<file path="src/rtl/vector_sweep_bist_if.sv">
// Handshake and data bundle between vector_sweep_bist and whoever drives it.
// Macro VECTOR_SWEEP_SIG_CHECK_EN adds the golden/pass signature-compare pair.
interface vector_sweep_bist_if #(
  parameter int K = 3,
  parameter int M = 1,
  parameter int S = 8
);
  logic         start;
  logic         abort;
  logic         gray;
  logic [K-1:0] vec;
  logic [M-1:0] resp;
  logic         busy;
  logic         done;
  logic [S-1:0] signature;
`ifdef VECTOR_SWEEP_SIG_CHECK_EN
  logic [S-1:0] golden;
  logic         pass;

  modport master (output start, abort, gray, resp, golden,
                  input  vec, busy, done, signature, pass);
  modport slave  (input  start, abort, gray, resp, golden,
                  output vec, busy, done, signature, pass);
`else
  modport master (output start, abort, gray, resp,
                  input  vec, busy, done, signature);
  modport slave  (input  start, abort, gray, resp,
                  output vec, busy, done, signature);
`endif
endinterface

</file>
<file path="src/rtl/vector_sweep_bist.sv">
// Exhaustive K-bit vector sweep (binary or Gray order) with an S-bit MISR over the responses.
// Macro VECTOR_SWEEP_SIG_CHECK_EN adds a compare of the final signature against bus.golden.
module vector_sweep_bist #(
  parameter int           K    = 3,
  parameter int           M    = 1,
  parameter int           S    = 8,
  parameter logic [S-1:0] POLY = 'h1D,
  parameter logic [S-1:0] SEED = '0
) (
  input  logic                clk,
  input  logic                reset,
  vector_sweep_bist_if.slave  bus
);
  localparam logic [1:0] ST_IDLE = 2'd0;
  localparam logic [1:0] ST_RUN  = 2'd1;
  localparam logic [1:0] ST_DONE = 2'd2;

  logic [1:0]   state;
  logic [K-1:0] cnt;
  logic         mode;
  logic [S-1:0] sig;
  logic [S-1:0] resp_ext;
  logic [S-1:0] misr_next;

  // NOTE: every variable assigned in always_comb gets a default first, so no path can infer a latch.
  always_comb begin
    resp_ext         = '0;
    resp_ext[M-1:0]  = bus.resp;
    misr_next        = {sig[S-2:0], 1'b0} ^ (sig[S-1] ? POLY : '0) ^ resp_ext;
  end

  // NOTE: sequential state uses non-blocking assignments so all registers update from pre-edge values.
  always_ff @(posedge clk or negedge reset) begin
    if (!reset) begin
      state <= ST_IDLE;
      cnt   <= '0;
      mode  <= 1'b0;
      sig   <= SEED;
    end else begin
      case (state)
        ST_IDLE, ST_DONE: begin
          // start outranks a simultaneous abort here; abort alone does nothing outside RUN.
          if (bus.start) begin
            state <= ST_RUN;
            cnt   <= '0;
            mode  <= bus.gray;
            sig   <= SEED;
          end
        end
        ST_RUN: begin
          if (bus.abort) begin
            state <= ST_IDLE;
            cnt   <= '0;
          end else begin
            sig <= misr_next;
            // cnt parks on all-ones in DONE so vec keeps showing the last vector.
            if (cnt == '1) state <= ST_DONE;
            else           cnt   <= cnt + 1'b1;
          end
        end
        default: state <= ST_IDLE;
      endcase
    end
  end

  assign bus.vec       = mode ? (cnt ^ (cnt >> 1)) : cnt;
  assign bus.busy      = (state == ST_RUN);
  assign bus.done      = (state == ST_DONE);
  assign bus.signature = sig;

`ifdef VECTOR_SWEEP_SIG_CHECK_EN
  assign bus.pass = (state == ST_DONE) && (sig == bus.golden);
`endif
endmodule

</file>
<file path="src/flat_wrapper.sv">
// flat-port wrapper written by rule: the top's interface ports become plain ports
module vector_sweep_bist_flat 
#(
  parameter int           K    = 3,
  parameter int           M    = 1,
  parameter int           S    = 8,
  parameter logic [S-1:0] POLY = 'h1D,
  parameter logic [S-1:0] SEED = '0
)
  (clk, reset, bus_start, bus_abort, bus_gray, bus_resp, bus_vec, bus_busy, bus_done, bus_signature);
  vector_sweep_bist_if #(.K(K), .M(M), .S(S)) bus_i ();
  input  logic clk;
  input  logic reset;
  input wire logic [$bits(bus_i.start)-1:0] bus_start;
  input wire logic [$bits(bus_i.abort)-1:0] bus_abort;
  input wire logic [$bits(bus_i.gray)-1:0] bus_gray;
  input wire logic [$bits(bus_i.resp)-1:0] bus_resp;
  output wire logic [$bits(bus_i.vec)-1:0] bus_vec;
  output wire logic [$bits(bus_i.busy)-1:0] bus_busy;
  output wire logic [$bits(bus_i.done)-1:0] bus_done;
  output wire logic [$bits(bus_i.signature)-1:0] bus_signature;
  assign bus_i.start = bus_start;
  assign bus_i.abort = bus_abort;
  assign bus_i.gray = bus_gray;
  assign bus_i.resp = bus_resp;
  assign bus_vec = bus_i.vec;
  assign bus_busy = bus_i.busy;
  assign bus_done = bus_i.done;
  assign bus_signature = bus_i.signature;
  vector_sweep_bist #(.K(K), .M(M), .S(S), .POLY(POLY), .SEED(SEED)) u_core (.clk(clk), .reset(reset), .bus(bus_i));
endmodule
</file>
<file path="config.mk">
export PLATFORM = sky130hd
export DESIGN_NAME = vector_sweep_bist_flat
export DESIGN_NICKNAME = d
export VERILOG_FILES = /design/src/rtl/vector_sweep_bist_if.sv /design/src/rtl/vector_sweep_bist.sv /design/src/flat_wrapper.sv
export SDC_FILE = /design/constraint.sdc
export NUM_CORES = 1
export LEC_CHECK = 0
export CORE_MARGIN = 8
export CORE_UTILIZATION = 44
export DETAILED_ROUTE_END_ITERATION = 10
export DONT_BUFFER_PORTS = 1
export GPL_ROUTABILITY_DRIVEN = 0
export GPL_TIMING_DRIVEN = 0
export PLACE_DENSITY = 0.67
export SLEW_MARGIN = 15
export SYNTH_ARGS = -nofsm -noshare
export SYNTH_HDL_FRONTEND = slang
export SYNTH_SLANG_ARGS = --single-unit
</file>
<file path="constraint.sdc">
create_clock -name clk -period 3.4 [get_ports clk]
set_input_delay 1.02 -clock clk [delete_from_list [all_inputs] [get_ports clk]]
set_output_delay 1.02 -clock clk [all_outputs]
set_load 0.02 [all_outputs]
</file>
== Yosys cells after proc, flatten, opt, wreduce, memory -nomap -nowiden ==
Index checks and enable logic that the tools add are counted.
Storage, ports and cells
  register bits: 14
  latch bits: 0
  bits in writable memories: 0
  memory bits (read-only): 0
  bits of input ports: 6
  output and inout port bits: 13
  word-level logic and storage cells: 35
  memories kept: 0
Cells by class
  add/subtract/negate cells: 1
  $mul: 0
  div/mod/pow operators: 0
  $lt $le $gt $ge: 0
  equal/unequal tests: 7
  shift operators: 0
  muxes and demuxes: 13
  bitwise operators: 3
  reduce and logical (&&, ||, !) cells: 7
Operators with widths (count)
  $mux W8: 2
  $pmux W8 S2: 1
  $mux W3: 4
  $xor A8 B1 Y8: 1
  $xor A8 B8 Y8: 1
  $mux W2: 3
  $pmux W3 S2: 1
  $reduce_and A3 Y1: 2
  $mux W5: 1
  $ne A2 B2 Y1 const B: 2
  $pmux W2 S2: 1
  $reduce_and A2 Y1: 2
  $add A3 B1 Y3 const B: 1
  $eq A3 B3 Y1 const B: 1
  $ne A3 B2 Y1 const B: 1
  $ne A3 B3 Y1 const B: 1
  $xor A3 B2 Y3: 1
  $eq A2 B1 Y1 const B: 1
  $eq A2 B2 Y1 const B: 1
  $logic_not A2 Y1: 1
  $reduce_bool A2 Y1: 1
  $reduce_or A2 Y1: 1

== Logic depth before layout (Yosys ltp) ==
Gate-level depths: netlist of the first run.
  depth after elaboration: 5
  gate-level depth with buffers: 5
  depth with buffers taken out: 5

== Least setup slack after synthesis of the first run ==
No wires, ideal clock.
  kind: flip-flop to output port
  from: reg u_core.cnt[0]
  to: out bus_vec[0]
  data arrival time: 1.011 ns
  data required time: 2.380 ns
  slack: 1.369 ns
  stages on the path, launching flop included: 3
  buffers on the path: 0
  cells stage by stage: dfrtp_1 > ha_1 > mux2_2
Between the ends
  cells in the longest elaborated chain, start to end: 2
Ends and longest elaborated chain
  from (decl): RTL line vector_sweep_bist.sv:19  | logic [K-1:0] cnt;
  from (signal assigned): RTL line vector_sweep_bist.sv:58  | else cnt <= cnt + 1'b1;
  $xor A3 B2 Y3: RTL line vector_sweep_bist.sv:66  | assign bus.vec = mode ? (cnt ^ (cnt >> 1)) : cnt;
  $mux W3 (*): RTL line vector_sweep_bist.sv:66
  to (decl): RTL line flat_wrapper.sv:18  | output wire logic [$bits(bus_i.vec)-1:0] bus_vec;
Every way passes the cells marked *; elsewhere a longest branch is shown, timed or not.

== Final worst setup path of the first run ==
Same ends and word-level chain as after synthesis.

==> results of run 1 <==
[power by group]
| group | total (W) | switching [W] | internal, W |
|---|---|---|---|
| clock network | 0.000122 | 0.0000565 | 0.0000651 |
| logic | 0.0000845 | 0.0000488 | 0.0000357 |
| registers | 0.000211 | 0.0000274 | 0.000183 |
| total | 0.000417 | 0.000133 | 0.000284 |
[layout by cell type (no fill, tap or decap), types with 2 or more instances in the layout]
cell	netlist	final
dfrtp_1	14	14
xnor2_1	5	5
a32oi_1	2	2
o21ai_2	5	5
o21ai_0	2	2
nand3_1	11	11
clkbuf_4	0	3
nand2_1	10	10
buf_4	2	2
ha_1	2	2
nor3b_1	2	2
inv_1	2	2
mux2_2	2	2
[critical path, stage by stage (launching register included)]
cell and delay [ns]:
dfrtp_1 0.43, ha_1 0.32, mux2_2 0.33
[worst paths after layout]
kind | end | slack [ns] | cells after the start
worst max-delay path | bus_vec[0] | 1.01 | 2
worst min-delay path | u_core.cnt[2]$_DFFE_PN0P_ | 0.42 | 0
worst max register to register | u_core.cnt[1]$_DFFE_PN0P_ | 1.79 | 5
worst min register to register | u_core.mode$_DFFE_PN0P_ | 0.56 | 1
max in group asynchronous | u_core.bus.signature[7]$_DFFE_PN0P_ | 2.91 | 0
min in group clk | u_core.mode$_DFFE_PN0P_ | 0.56 | 1
[routing by layer]
layer	up-vias	share of wire, %	wire length [µm]
li1	252	-	-
met4	0	2.0	29
met1	249	45	652
met5	-	0	0
met2	11	45	656
met3	4	7.5	108
[cell families (layout without fill, tap and decap cells)]
family / after synthesis / count (layout) / share of synthesized area, %
flops: 14 / 14 / 48.1
compound gates: 10 / 10 / 11.0
mux: 2 / 2 / 3.09
xor+xnor: 5 / 5 / 6.01
fa+ha+maj: 2 / 2 / 3.44
simple gates: 30 / 30 / 22.5
buf+inv: 7 / 11 / 5.84
[metrics by stage]
stage	hold slack (ns)	utilization [%]
6_report	0.418	51.5
5_1_grt	0.402	51.5
4_1_cts	0.413	51.5
3_5_place_dp	0.544	49.1
3_3_place_gp	0.534	49.1
2_1_floorplan	0.511	-
[state kept, by name, indices dropped and copies added, names as in the netlist]
register,flops
u_core.mode,1
u_core.cnt,3
u_core.bus.signature,8
u_core.state,2
[final cells by class]
cell class	count	area [µm²]	share of cell area [%]
clock buffers	4	36.3	4.63
plain buffers	5	35.0	4.47
inverters	2	7.51	0.957
flip-flops and latches	14	350	44.7
well taps	16	20.0	2.55
multi-input cells	49	335	42.7
==> summary.md, run 1 <==
| Metric | Value |
|---|---|
| Status | finished clean |
| Power Density | 531 nW/µm² |
| Count leader, synth | dfrtp_1 |
| Placed insts | 86 |
| Setup WS post-layout | around 1.0 ns |
| Post-synth top flop | dfrtp_1 |
| Met2 capacity usage during global routing | 13.2% |
| Largest net degree at the start of global routing | 15 |
| GR peak layer | met2 |
| Post-Place Setup Slack | 1.33 ns |
| Crit path capture type | output pin |
| Max-Slew Margin vs Limit | 59.3% |
| GR Util met3 | 3.60% |
| WP data required | roughly 2.4 ns |
| Final min period | 2.39 ns |
| Startpoint types | flop |
| Final instance area | 785 µm² |
| # setup viols final | 0 |
| Arr. time, crit path | 1.37 ns |
| First-pass GRT wire length | 2.44 mm |
| WL final | 1.45 mm |
| CTS H-tree depth | 1 |
| Sum Neg Setup Slack | 0 ns |
| Clock sink count | 14 |
| Synth area leader | dfrtp_1 |
| Share of cells above drive strength 1 | 24.3% |
| Gr ovfl total | 0 |
| Mean Syn Cell Area | between 10 and 15 µm² |
| Final Hold Fails | 0 |
| Tcrit/Tclk final | 70.3% |
| # DRC | 0 |
| Final Non-Filler Cells | 90 |
| I/O pin total | 19 |
| Register bit count reported by yosys | 14 |
| Post-synth EDFFs | 0 |
| Drt pass-1 iters | 4 |
| CTS Hold Bufs | 0 |
| Synth Warn # | 0 |
| Maximum clock rate | 419 MHz |
| Met1 usage | 12.0% |
| Total core area | around 1500 µm² |
| Max VDD drop | between 0.3 and 0.4 mV |
| R2R Path Start | u_core.cnt[0]$_DFFE_PN0P_ |
| Synth Instances | 70 |
| Clock Pin Slew Worst Setup and Hold Paths | 0.09 ns |
| Via Count | 516 |
| Worst min path class | in -> async |
| Row count | 14 |
| Die Wd | 56.7 µm |
| Critical path type | reg -> out |
| CTS resizes | 0 |
| IO Port Bufs | 0 |
| TritonCTS buffer count | 3 |
| Worst-skew pair later-pin latency | 0.28 ns |
| Final clock skew | 0.00519 ns |
| Share of the synthesized area in the top cell type | 48.1% |
| Deepest clock path buffer count | 2 |
| Dpl cell area | approximately 750 µm² |
| Die footprint | 3210 µm² |
| Final ANT Viol Nets | 0 |
| Post-DP HPWL | between 1 and 1.5 mm |
| Initial antenna violation count | 0 |
| Area growth from synthesis to layout | 7.73% |
| Vias in the first global route | a little under 500 |
| Async set or reset register ratio after synthesis | 100% |
| Fillcell total | 141 |
| GRT Total Usage | under 10% |
| Clock root buffer master | clkbuf_4 |
| Ant diodes | 0 |
| Sequential area share after synthesis | 48.1% |
| Max-slew violations | 0 |
| Worst Max-Slew Pin Slew | 0.609 ns |
| RSZ-0062 raised after global routing | no |
| Max_cap viols | 0 |
| Ranking of synthesized cells by area | dfrtp_1 (48%), nand3_1 (7.6%), o21ai_2 (6.0%) |
| DR iter-0 viols | 11 |
| Synth cell count leaders | dfrtp_1 (14), nand3_1 (11), nand2_1 (10) |
| Drt via density | 5.73 |
| Post-CTS setup buffer count | 0 |
| Crit Path Max Fanout | 5 |
| Synth unique cells | 23 |
| Die height | about 57 µm |
| DR WL/cell | 16.1 µm |
| NumNets Final | 83 |
| Synthesized area | ~730 µm² |
| Syn_nets | 78 |
| CTS tree | done |
| Leak | 0.369 nW |
| Crit path launch | u_core.cnt[0]$_DFFE_PN0P_ |
| Total power | 0.000417 W |
| Initial Util | between 40% and 50% |
(Power assumes the default switching activity.)
==> run 2: changes to the inputs <==
--- a/config.mk
+++ b/config.mk
@@ -11,7 +11,7 @@
 export DONT_BUFFER_PORTS = 1
 export GPL_ROUTABILITY_DRIVEN = 0
 export GPL_TIMING_DRIVEN = 0
-export PLACE_DENSITY = 0.67
+export PLACE_DENSITY = 0.69
 export SLEW_MARGIN = 15
 export SYNTH_ARGS = -nofsm -noshare
 export SYNTH_HDL_FRONTEND = slang
==> constraint.sdc (replaced) <==
create_clock -name clk -period 2.05 [get_ports clk]
set_input_delay 0.615 -clock clk [delete_from_list [all_inputs] [get_ports clk]]
set_output_delay 0.615 -clock clk [all_outputs]
set_load 0.02 [all_outputs]
==> summary.md, run 2 (synthesis results as in run 1) <==
| Metric | Value |
|---|---|
| Largest net degree at the start of global routing | 15 (unchanged) |
| Crit path launch | u_core.cnt[0]$_DFFE_PN0P_ |
| RSZ-0062 raised after global routing | no |
| Max VDD drop | 0.456 mV (+48%) |
| Final clock skew | 0.00100 ns (-0.00419 ns) |
| Leak | 0.362 nW (-1.9%) |
| Worst Max-Slew Pin Slew | 0.651 ns (+0.0424 ns) |
| Reg2reg end | u_core.cnt[1]$_DFFE_PN0P_ |
| Commonest cells after routing, fill and taps aside | dfrtp_1 (14), nand3_1 (11), nand2_1 (10) |
| Startpoint types | flop |
| Gr ovfl total | 0 (unchanged) |
| Vias in the first global route | 500 (+3.5%) |
| Setup WS post-layout | 0.0860 ns (-0.925 ns) |
| Clock sink count | 14 (unchanged) |
| NumNets Final | 83 (unchanged) |
| Worst Reg-to-Reg Cells | 5 (unchanged) |
| Arr. time, crit path | 1.35 ns (-0.02 ns) |
| CTS tree | done |
| Final min period | 1.96 ns |
| Status | finished clean |
| Die footprint | 3210 µm² (unchanged) |
| Clock Pin Slew Worst Setup and Hold Paths | 0.07 ns (-0.02 ns) |
| DR WL/cell | 16.2 µm (+0.63%) |
| Max-Slew Margin vs Limit | 56.5% (-2.8 points) |
| R2R Path Start | u_core.cnt[1]$_DFFE_PN0P_ |
| Clock root buffer master | clkbuf_4 |
| GRT Total Usage | 9.18% (-0.40 points) |
| Die Wd | 56.7 µm (unchanged) |
| Max-slew violations | 0 (unchanged) |
| Area growth from synthesis to layout | 5.84% |
| IO Port Bufs | 0 (unchanged) |
| Max_cap viols | 0 (unchanged) |
| Drt pass-1 iters | 4 (unchanged) |
| Via Count | 506 (-1.9%) |
| Post-DP HPWL | 1.09 mm (+3.7%) |
| Initial Util | 47.8% (unchanged) |
| Share of cells above drive strength 1 | 23.3% (-1.0 points) |
| CTS Hold Bufs | 0 (unchanged) |
| # setup viols final | 0 (unchanged) |
| Worst-skew pair later-pin latency | 0.27 ns (about the same) |
| Tcrit/Tclk final | 95.8% |
| Total core area | 1520 µm² (unchanged) |
| Crit path capture type | output pin |
| Most common cell after layout, fill and taps aside | dfrtp_1 |
| Die height | 56.7 µm (unchanged) |
| CTS resizes | 0 (unchanged) |
| Maximum clock rate | 509 MHz |
| Initial antenna violation count | 0 (unchanged) |
| FF+latch area | 350 µm² (unchanged) |
| I/O pin total | 19 (unchanged) |
| Max FFs per register | 8 (unchanged) |
| First-pass GRT wire length | 2.37 mm (-2.8%) |
| Critical path type | reg -> out |
| Post-Place Setup Slack | 0.386 ns (-0.946 ns) |
| TritonCTS buffer count | 3 (unchanged) |
| Multi-input logic area | 335 µm² (unchanged) |
| Ant diodes | 0 (unchanged) |
| WP data required | 1.43 ns (-0.95 ns) |
| Power Density | 828 nW/µm² (+56%) |
| Sum Neg Setup Slack | 0 ns (unchanged) |
| CTS H-tree depth | 1 (unchanged) |
| DR iter-0 viols | 7 (-4) |
| WL final | 1.44 mm (-0.48%) |
| Post-CTS setup buffer count | 0 (unchanged) |
| Drt via density | 5.69 (-0.84%) |
| Worst min path class | in -> async |
| Final Hold Fails | 0 (unchanged) |
| Final ANT Viol Nets | 0 (unchanged) |
| Row count | 14 (unchanged) |
| Crit Path Max Fanout | 5 (unchanged) |
| Flop2flop setup slack | 0.49 ns (-1.30 ns) |
| Deepest clock path buffer count | 2 (unchanged) |
| Fillcell total | 143 (+1.4%) |
| # DRC | 0 (unchanged) |
run 2: layout make-up:
| cell class | instances | share of cell area (%) |
|---|---|---|
| Tap cell | 16 | 2.60 |
| Inverter | 2 | 0.974 |
| Buffer | 5 | 4.55 |
| Clock buffer | 3 | 2.92 |
| Sequential cell | 14 | 45.5 |
| Multi-Input combinational cell | 49 | 43.5 |
run 2: worst max path at each step:
| stage | to | slack (ns) |
|---|---|---|
| 4_1_cts | bus_vec[0] | 0.07 |
| 2_1_floorplan | bus_vec[0] | 0.42 |
| 3_3_place_gp | bus_vec[0] | 0.39 |
| 5_1_grt | bus_vec[0] | 0.04 |
| 6_report | bus_vec[0] | 0.09 |
| 3_5_place_dp | bus_vec[0] | 0.39 |
run 2: power by group:
part	switching [W]	internal [W]
Sequential	0.0000465	0.000304
Combinational	0.0000819	0.0000595
Clock	0.0000779	0.0000679
run 2: worst max-delay path: stages (launching register included):
cell     delay, ns
dfrtp_1       0.42
ha_1          0.32
mux2_2        0.33
run 2: routing by layer:
layer  vias up  wire length (µm)  share of wire (%)  track usage (%)
li1        249                 -                  -                -
met1       239               670                 47             9.99
met2        14               587                 41             13.0
met3         4               150                 10             5.39
met4         0                31                2.2             6.19
met5         -                 0                  0                0
run 2: metrics by stage:
step / hold slack [ns] / instances / util, % / total power (W) / cell area [µm²]
finish: 0.0310 / 89 / 50.6 / 0.000638 / 771
global route: 0.00640 / 89 / 50.6 / 0.000676 / 771
CTS: 0.0173 / 89 / 50.6 / 0.000651 / 771
detailed placement: 0.320 / 86 / 49.1 / 0.000499 / 748
global placement: 0.320 / 86 / 49.1 / 0.000495 / 748
floorplan: 0.319 / 70 / - / 0.000471 / 728
==> run 3: changes to the inputs <==
--- a/config.mk
+++ b/config.mk
@@ -5,7 +5,7 @@
 export SDC_FILE = /design/constraint.sdc
 export NUM_CORES = 1
 export LEC_CHECK = 0
-export CORE_MARGIN = 8
+export CORE_MARGIN = 5
 export CORE_UTILIZATION = 44
 export DETAILED_ROUTE_END_ITERATION = 10
 export DONT_BUFFER_PORTS = 1
==> summary.md, run 3 (synthesis results as in run 1) <==
| Metric | Value |
|---|---|
| Status | finished clean |
| WP data required | 1.43 ns (about the same) |
| Max-Slew Margin vs Limit | 55.4% (-1.1 points) |
| WL final | 1.49 mm (+3.3%) |
| Die Wd | 50.7 µm (-11%) |
| I/O pin total | 19 (unchanged) |
| Worst Reg-to-Reg Cells | 5 (unchanged) |
| Initial antenna violation count | 0 (unchanged) |
| First-pass GRT wire length | 2.48 mm (+4.4%) |
| Setup crit end | bus_vec[0] |
| Gr ovfl total | 0 (unchanged) |
| Worst-skew pair later-pin latency | 0.29 ns (+0.02 ns) |
| Deepest clock path buffer count | 2 (unchanged) |
| TritonCTS buffer count | 3 (unchanged) |
| Power Density | 844 nW/µm² (+2.0%) |
| Clock sink count | 14 (unchanged) |
| Drt via density | 5.74 (+0.95%) |
| Critical path type | reg -> out |
| Total core area | 1540 µm² (+1.1%) |
| Max-slew violations | 0 (unchanged) |
| CTS resizes | 0 (unchanged) |
| Sum Neg Setup Slack | 0 ns (unchanged) |
| FF+latch area | 350 µm² (unchanged) |
| Final ANT Viol Nets | 0 (unchanged) |
| Final Non-Filler Cells | 96 (+7.9%) |
| Max FFs per register | 8 (unchanged) |
| Placed insts | 86 (unchanged) |
| Clock root buffer master | clkbuf_4 |
| Row count | 14 (unchanged) |
| Drt pass-1 iters | 4 (unchanged) |
| Crit-path cells | ha_1 -> mux2_2 |
| R2R Path Start | u_core.cnt[0]$_DFFE_PN0P_ |
| Final min period | 1.97 ns (+0.00592 ns) |
| CTS tree | done |
| Commonest cells after routing, fill and taps aside | dfrtp_1 (14), nand3_1 (11), nand2_1 (10) |
| Largest net degree at the start of global routing | 11 (-4) |
| Die height | 50.7 µm (-11%) |
| Crit path capture type | output pin |
| Die footprint | 2570 µm² (-20%) |
| # setup viols final | 0 (unchanged) |
| Post-DP HPWL | 1.00 mm (-7.9%) |
| Post-layout util | 54.6% (+4.1 points) |
| Initial Util | 47.2% (-0.54 points) |
| RSZ-0062 raised after global routing | no |
| Max_cap viols | 0 (unchanged) |
| Worst Max-Slew Pin Slew | 0.668 ns (+0.0165 ns) |
| Total power | 0.000711 W (+11%) |
| # DRC | 0 (unchanged) |
| Leak | 0.395 nW (+9.2%) |
| Tcrit/Tclk final | 96.1% (+0.29 points) |
| Clock Pin Slew Worst Setup and Hold Paths | 0.09 ns (+0.02 ns) |
| Multi-input logic area | 335 µm² (unchanged) |
| CP max stage delay | 0.42 ns (about the same) |
| Share of cells above drive strength 1 | 23.8% (+0.46 points) |
| Crit Path Max Fanout | 4 (-1) |
| Fillcell total | 142 (-0.70%) |
| Final clock skew | 0.00502 ns (+0.00402 ns) |
| Crit path launch | u_core.cnt[0]$_DFFE_PN0P_ |
| Most common cell after layout, fill and taps aside | dfrtp_1 |
| Arr. time, crit path | 1.35 ns (about the same) |
| Area growth from synthesis to layout | 15.6% |
| Maximum clock rate | 508 MHz (-0.30%) |
| GRT Total Usage | 13.4% (+4.2 points) |
| Flop2flop setup slack | 0.51 ns (+0.02 ns) |
| Worst min path class | in -> reg |
| DR WL/cell | 15.5 µm (-4.3%) |
| Startpoint types | flop |
| Max VDD drop | 0.421 mV (-7.8%) |
| Vias in the first global route | 520 (+4.0%) |
| Worst Hold Path Cells | 1 |
| Slowest CP cell | dfrtp_1 |
| DR iter-0 viols | 16 (+9) |
| CTS H-tree depth | 1 (unchanged) |
| Reg2reg end | u_core.cnt[1]$_DFFE_PN0P_ |
| Via Count | 551 (+8.9%) |
| IO Port Bufs | 0 (unchanged) |
| Ant diodes | 0 (unchanged) |
| Final Hold Fails | 0 (unchanged) |
| NumNets Final | 89 (+7.2%) |
[run 3: cell count changes in the layout (fill, tap and decap cells not counted)]
cell	delta
clkbuf_8	+1
buf_4	+1
dlygate4sd3_1	+5
[run 3: critical path, delay by kind of cell, from the launching register on]
kind / cells / cell delay [ns]
adders and majority gates: 1 / 0.32
DFF: 1 / 0.42
muxes: 1 / 0.33
[run 3: worst min-delay path by stage]
stage / from / endpoint
2_1_floorplan: reset / u_core.bus.signature[0]$_DFFE_PN0P_
3_3_place_gp: reset / u_core.bus.signature[5]$_DFFE_PN0P_
3_5_place_dp: reset / u_core.bus.signature[5]$_DFFE_PN0P_
4_1_cts: reset / u_core.bus.signature[5]$_DFFE_PN0P_
5_1_grt: bus_abort / u_core.cnt[1]$_DFFE_PN0P_
6_report: bus_abort / u_core.cnt[2]$_DFFE_PN0P_
[run 3: where the power goes]
| group | internal (W) | leakage, nW | switching [W] |
|---|---|---|---|
| Sequential | 0.000304 | 0.188 | 0.0000439 |
| Combinational | 0.0000708 | 0.186 | 0.0000899 |
| Clock | 0.000108 | 0.0210 | 0.0000937 |
| Total | 0.000483 | 0.395 | 0.000228 |
[run 3: what timing repair did]
action,CTS,global route
buffers inserted,0,1
hold buffers,4,1
hold endpoints to repair,3,6
endpoints found under the setup margin,0,1
[run 3: per-stage QoR]
step	instance area, µm²	hold WS (ns)	worst slack, ns
6_report	842	0.429	0.0801
5_1_grt	842	0.434	0.0164
4_1_cts	825	0.00540	0.0532
3_5_place_dp	748	0.320	0.383
3_3_place_gp	748	0.320	0.399
2_1_floorplan	728	0.319	0.424
[run 3: layout make-up]
type | count | area share, %
buffer | 5 | 4.16
multi-input combinational | 49 | 39.8
sequential | 14 | 41.6
clock buffer | 4 | 4.31
tap | 16 | 2.38
timing repair buffer | 6 | 6.84
inverter | 2 | 0.892
[run 3: layer usage]
| layer | share of wire [%] | up-vias | wire length (µm) | track usage (%) |
|---|---|---|---|---|
| li1 | - | 264 | - | - |
| met1 | 46 | 264 | 677 | 18.6 |
| met2 | 44 | 17 | 650 | 16.7 |
| met3 | 7.9 | 6 | 118 | 5.03 |
| met4 | 2.8 | 0 | 41 | 8.94 |
| met5 | 0 | - | 0 | 0 |
